### config.mk
export PLATFORM = sky130hd
export DESIGN_NAME = std_bypass_arbiter
export DESIGN_NICKNAME = d
export VERILOG_FILES = /design/src/rtl/std_cache_pkg.sv /design/src/rtl/std_bypass_rr_pick.sv /design/src/rtl/std_bypass_arbiter.sv
export SDC_FILE = /design/constraint.sdc
export NUM_CORES = 1
export LEC_CHECK = 0
export ABC_AREA = 1
export BUFFER_PORTS_ARGS = -buffer_cell sky130_fd_sc_hd__clkbuf_2
export CAP_MARGIN = 40
export CORE_AREA = 2 2 394 396
export CTS_CLUSTER_DIAMETER = 60
export DETAILED_ROUTE_END_ITERATION = 8
export DIE_AREA = 0 0 396 398
export PLACE_DENSITY = 0.3
export SLEW_MARGIN = 20
export SYNTH_ARGS = -nofsm -noshare
export SYNTH_HDL_FRONTEND = slang
export SYNTH_SLANG_ARGS = --single-unit
### constraint.sdc
create_clock -name clk_i -period 2.8 [get_ports clk_i]
set_clock_uncertainty 0.1 [all_clocks]
set_input_delay 0.42 -clock clk_i [delete_from_list [all_inputs] [get_ports clk_i]]
set_output_delay 0.42 -clock clk_i [all_outputs]
set_load 0.005 [all_outputs]
### src/rtl/std_cache_pkg.sv
// Shared cache-side types for the bypass path and the bypass arbiter state enum.
package std_cache_pkg;

    // Request from one requester onto the shared bypass path.
    typedef struct packed {
        logic        req;
        logic        we;
        logic [7:0]  be;
        logic [63:0] addr;
        logic [63:0] wdata;
    } bypass_req_t;

    // Response from the shared bypass path (and to each requester).
    typedef struct packed {
        logic        gnt;
        logic        valid;
        logic [63:0] rdata;
    } bypass_rsp_t;

    // Bypass arbiter FSM states.
    typedef enum logic [1:0] {
        IDLE     = 2'd0,
        REQ      = 2'd1,
        WAIT_RSP = 2'd2
    } bypass_arb_state_t;

    // Saturation value of the optional stall counter.
    localparam logic [31:0] STALL_CNT_MAX = 32'hFFFF_FFFF;

endpackage

### src/rtl/std_bypass_rr_pick.sv
// Round-robin pick: first set request at or after ptr, wrapping modulo NR_PORTS.
// Purely combinational; one-hot and binary index of the winner.
module std_bypass_rr_pick #(
    parameter int unsigned NR_PORTS = 4,
    localparam int unsigned IDX_W = $clog2(NR_PORTS)
) (
    input  logic [NR_PORTS-1:0] req,
    input  logic [IDX_W-1:0]    ptr,
    output logic [NR_PORTS-1:0] onehot,
    output logic [IDX_W-1:0]    idx
);

    logic [NR_PORTS-1:0] upper;
    logic [NR_PORTS-1:0] cand;

    // Requests at or above the pointer take priority over the wrapped-around ones.
    genvar gi;
    for (gi = 0; gi < NR_PORTS; gi++) begin : g_upper
        assign upper[gi] = req[gi] && (IDX_W'(gi) >= ptr);
    end

    // Lowest set bit of the candidate vector is the winner.
    always_comb begin
        cand   = (|upper) ? upper : req;
        onehot = cand & ~(cand - NR_PORTS'(1));
        idx    = '0;
        for (int i = NR_PORTS - 1; i >= 0; i--) begin
            if (cand[i]) begin
                idx = IDX_W'(i);
            end
        end
    end

endmodule

### src/rtl/std_bypass_arbiter.sv
// Round-robin arbiter granting one of NR_PORTS bypass requesters access to a
// single shared bypass path, one transaction outstanding at a time.
// Optional feature: define STD_BYPASS_ARB_STALL_CNT_EN to add stall_cnt_o,
// a saturating count of REQ cycles spent waiting for a grant.
module std_bypass_arbiter
    import std_cache_pkg::*;
#(
    parameter int unsigned NR_PORTS = 4
) (
    input  logic        clk_i,
    input  logic        rst_i,
    input  bypass_req_t req_i [NR_PORTS],
    output bypass_rsp_t rsp_o [NR_PORTS],
    output bypass_req_t req_o,
    input  bypass_rsp_t rsp_i
`ifdef STD_BYPASS_ARB_STALL_CNT_EN
    ,
    output logic [31:0] stall_cnt_o
`endif
);

    localparam int unsigned IDX_W = $clog2(NR_PORTS);

    bypass_arb_state_t   state_q;
    logic [IDX_W-1:0]    sel_q;
    logic [IDX_W-1:0]    rr_ptr;
    logic [IDX_W-1:0]    ptr_next;
    logic [NR_PORTS-1:0] req_vec;
    logic [NR_PORTS-1:0] pick_onehot;
    logic [IDX_W-1:0]    pick_idx;
    logic                pick_valid;
    bypass_req_t         sel_req;
    bypass_rsp_t         fwd_rsp;

    genvar gi;
    for (gi = 0; gi < NR_PORTS; gi++) begin : g_req_vec
        assign req_vec[gi] = req_i[gi].req;
    end

    std_bypass_rr_pick #(
        .NR_PORTS (NR_PORTS)
    ) u_pick (
        .req    (req_vec),
        .ptr    (rr_ptr),
        .onehot (pick_onehot),
        .idx    (pick_idx)
    );

    assign pick_valid = |pick_onehot;
    assign sel_req    = req_i[sel_q];
    // Explicit wrap so non-power-of-2 port counts return to 0.
    assign ptr_next   = (sel_q == IDX_W'(NR_PORTS - 1)) ? '0 : sel_q + IDX_W'(1);

    // Arbitration FSM: pick in IDLE, forward in REQ, wait for data in WAIT_RSP.
    always_ff @(posedge clk_i or posedge rst_i) begin
        if (rst_i) begin
            state_q <= IDLE;
            sel_q   <= '0;
            rr_ptr  <= '0;
        end else begin
            case (state_q)
                IDLE: begin
                    if (pick_valid) begin
                        sel_q   <= pick_idx;
                        state_q <= REQ;
                    end
                end
                REQ: begin
                    if (!sel_req.req) begin
                        // Requester withdrew before grant: drop it, pointer untouched.
                        state_q <= IDLE;
                    end else if (rsp_i.gnt) begin
                        if (rsp_i.valid) begin
                            rr_ptr  <= ptr_next;
                            state_q <= IDLE;
                        end else begin
                            state_q <= WAIT_RSP;
                        end
                    end
                end
                WAIT_RSP: begin
                    if (rsp_i.valid) begin
                        rr_ptr  <= ptr_next;
                        state_q <= IDLE;
                    end
                end
                default: state_q <= IDLE;
            endcase
        end
    end

    // Shared-path request: nothing in IDLE, selected port in REQ, fields only in WAIT_RSP.
    always_comb begin
        req_o = '0;
        case (state_q)
            REQ: req_o = sel_req;
            WAIT_RSP: begin
                req_o     = sel_req;
                req_o.req = 1'b0;
            end
            default: req_o = '0;
        endcase
    end

    // Response routed to the selected port; responses outside a transaction are dropped.
    always_comb begin
        fwd_rsp = '0;
        case (state_q)
            REQ: begin
                if (sel_req.req) begin
                    fwd_rsp.gnt   = rsp_i.gnt;
                    fwd_rsp.valid = rsp_i.gnt && rsp_i.valid;
                end
            end
            WAIT_RSP: fwd_rsp.valid = rsp_i.valid;
            default: fwd_rsp = '0;
        endcase
        fwd_rsp.rdata = fwd_rsp.valid ? rsp_i.rdata : '0;
    end

    for (gi = 0; gi < NR_PORTS; gi++) begin : g_rsp
        assign rsp_o[gi] = (sel_q == IDX_W'(gi)) ? fwd_rsp : '0;
    end

`ifdef STD_BYPASS_ARB_STALL_CNT_EN
    logic [31:0] stall_cnt_q;

    // Count cycles in REQ without a grant, saturating at all-ones.
    always_ff @(posedge clk_i or posedge rst_i) begin
        if (rst_i) begin
            stall_cnt_q <= '0;
        end else if (state_q == REQ && !rsp_i.gnt && stall_cnt_q != STALL_CNT_MAX) begin
            stall_cnt_q <= stall_cnt_q + 32'd1;
        end
    end

    assign stall_cnt_o = stall_cnt_q;
`endif

endmodule

==> summary.txt <==
Yosys
  • Yosys top cell area share: 0.4706
  • Post-synthesis sequential area ratio: 0.02310
  • Mapped cell area: 6500 µm²
  • Net Count, Synth: 2,140
  • Synth warn: 0
  • Top cells by area, synth: nor2_1 47%, o21ai_0 22%, a21oi_1 11%
  • Post-synth top area cell: nor2_1
  • Synth unique cells: 19
  • Yosys reg bits: 6
  • Post-Syn Instances: 1,513
  • Avg Cell Area, Syn: 4.296 µm²

Floorplanning
  • Die height: 398 µm
  • Rows: 144
  • Chip Width: 396 µm
  • Die Area: 157,600 µm²
  • I/O pin total: 1,022
  • Core area: 153,300 µm²
  • Starting Density: 0.04239

Clock network
  • Hold buffers post-CTS: 0
  • Worst skew pair latency: 0.23 ns
  • Cts bufs inserted: 3
  • CTS Root Cell: clkbuf_16
  • CTS tree: done
  • Clk buf depth: 2
  • CTS clk-pin slew, worst paths: 0.04 ns
  • # H-tree levels: 1
  • Clock sinks: 6

Placement
  • DP Cell Count: 4,502
  • Final HPWL from detailed placement: 98.29 mm
  • Buffers added on ports: 1,021
  • DP Worst Slack: 0.1049 ns
  • Routability cong.: 0.8985

STA
  • Period utilization: 0.9788
  • Hold WS: 0.009745 ns
  • Worst slew pin tran: 0.7336 ns
  • Final hold violation count: 0
  • Worst rel slew slack: 0.5058
  • PnR worst setup slack: 0.05932 ns
  • Final Setup Violations: 0
  • Final worst path period need: 2.741 ns
  • FMAX: 364.9 MHz
  • Count of final max-slew check failures: 0

Global routing
  • Total track usage: 0.1309
  • Largest net degree at the start of global routing: 73
  • Antenna violations before repair: 161
  • Vias in the first global route: 13.23k
  • Global-route wire length before repair: 136.4 mm
  • Grt total ovfl: 0

Worst setup path
  • Worst EP required: 2.28 ns
  • CP Max Fanout: 11
  • CP Data Arrival Time: 2.22 ns
  • Crit end category: primary output
  • CP Launch Type: flop
  • Crit path kind: reg2out

Detailed routing
  • Total number of vias: 14.47k
  • Routed length per instance: 24.71 µm
  • DRT antenna net count: 0
  • Initial DRC count: 830
  • DR DRC count: 0
  • Final WL: 112.2 mm
  • Average vias per placed instance: 3.187
  • Pre-Repair DR Iteration Count: 7

Finish
  • Area grow syn2layout: 128.9%
  • Most common cell after layout, fill and taps aside: clkbuf_2
  • Fin nets: 3,107
  • Commonest cells after routing, fill and taps aside: 1,018 x clkbuf_2, 804 x nor2_1, 277 x o21ai_0, 137 x a21oi_1, 84 x inv_1
  • Finished Layout Cells: 4,540
  • Share of cells above drive strength 1: 0.4550

Power
  • Peak supply drop: 346.9 µV
  • Pwr/cell area: 732.8 nW/µm²
  • Total power: 10.90 mW
  • P_leak: 7.890 nW

Run status
  • Status: finished, final reports clean

Hold path
  • Min-Delay Path Class: in2async

Run
  • Max Cap Violations: 0
-- synthesized netlist by cell type (all sizes together) --
master  count
o21ai     280
o21bai      2
nor2      815
buf        47
nand2      29
o31ai       1
dfrtp       6
nand4       2
a21oi     141
inv        89
clkbuf     87
ha          7
nand3       7
-- metrics by stage --
stage             util  instance area, µm²  TNS [ns]
6_report       0.09702               14880         0
3_5_place_dp   0.09317               14290         0
4_1_cts        0.09473               14530  -0.05348
2_1_floorplan        -                6500         0
5_1_grt        0.09684               14850  -0.07991
3_3_place_gp   0.09313               14280         0
-- registers in the layout (all words and copies together) (netlist names) --
register	flops
rr_ptr	2
state_q	2
sel_q	2
-- path summary, 6_finish.rpt --
check	from	cells after the start	slack [ns]	endpoint
setup / recovery	state_q[1]$_DFFE_PP0P_	9	0.06	req_o[113]
hold / removal	rst_i	2	0.01	rr_ptr[0]$_DFFE_PP0P_
setup reg to reg	state_q[1]$_DFFE_PP0P_	8	1.09	rr_ptr[0]$_DFFE_PP0P_
hold reg to reg	rr_ptr[0]$_DFFE_PP0P_	2	0.41	rr_ptr[0]$_DFFE_PP0P_
max in group asynchronous	rst_i	2	2.34	sel_q[1]$_DFFE_PP0P_
min in group clk_i	rr_ptr[0]$_DFFE_PP0P_	2	0.41	rr_ptr[0]$_DFFE_PP0P_
-- report_power, final --
part,leakage [nW],switching (mW),internal [mW]
Sequential,0.0703,0.0919,0.140
Clock,0.0383,0.0577,0.190
Combinational,7.78,6.83,3.59
-- critical path: stages (launching register included) --
cell and delay [ns]:
dfrtp_1 0.40, inv_1 0.09, ha_1 0.24, buf_4 0.17, o21ai_4 0.07, buf_4 0.16
buf_12 0.14, clkbuf_16 0.18, a21oi_1 0.31, clkbuf_2 0.20
-- routing by layer --
metal / GRT usage / part of all wire / vias to the layer above
li1: - / - / 6731
met1: 0.1251 / 0.32 / 6477
met2: 0.2334 / 0.49 / 722
met3: 0.08988 / 0.15 / 345
met4: 0.02173 / 0.029 / 192
met5: 0 / 0.011 / -
-- cell type report --
type	instances	area (µm²)
diodes	17	42.54
fillers	18450	138500
well taps	2044	2557
repair buffers	1095	6128
clock buffers	4	78.83
multi-input cells	1285	5564
flip-flops and latches	6	157.7
inverters	89	346.6
-- kinds of logic after synthesis --
kind of cell,Yosys count,share of synthesized area
compound gates,424,0.3282
fa+ha+maj,7,0.01347
buf+inv,223,0.1397
flops,6,0.02310
simple gates,853,0.4955
-- timing repair --
action	CTS	global route
buffers inserted	1	6
cloned	3	5
resized for setup	10	34
setup endpoints to repair	182	148
pin swaps	1	2
Note: power is estimated with default switching activity, not from simulation.
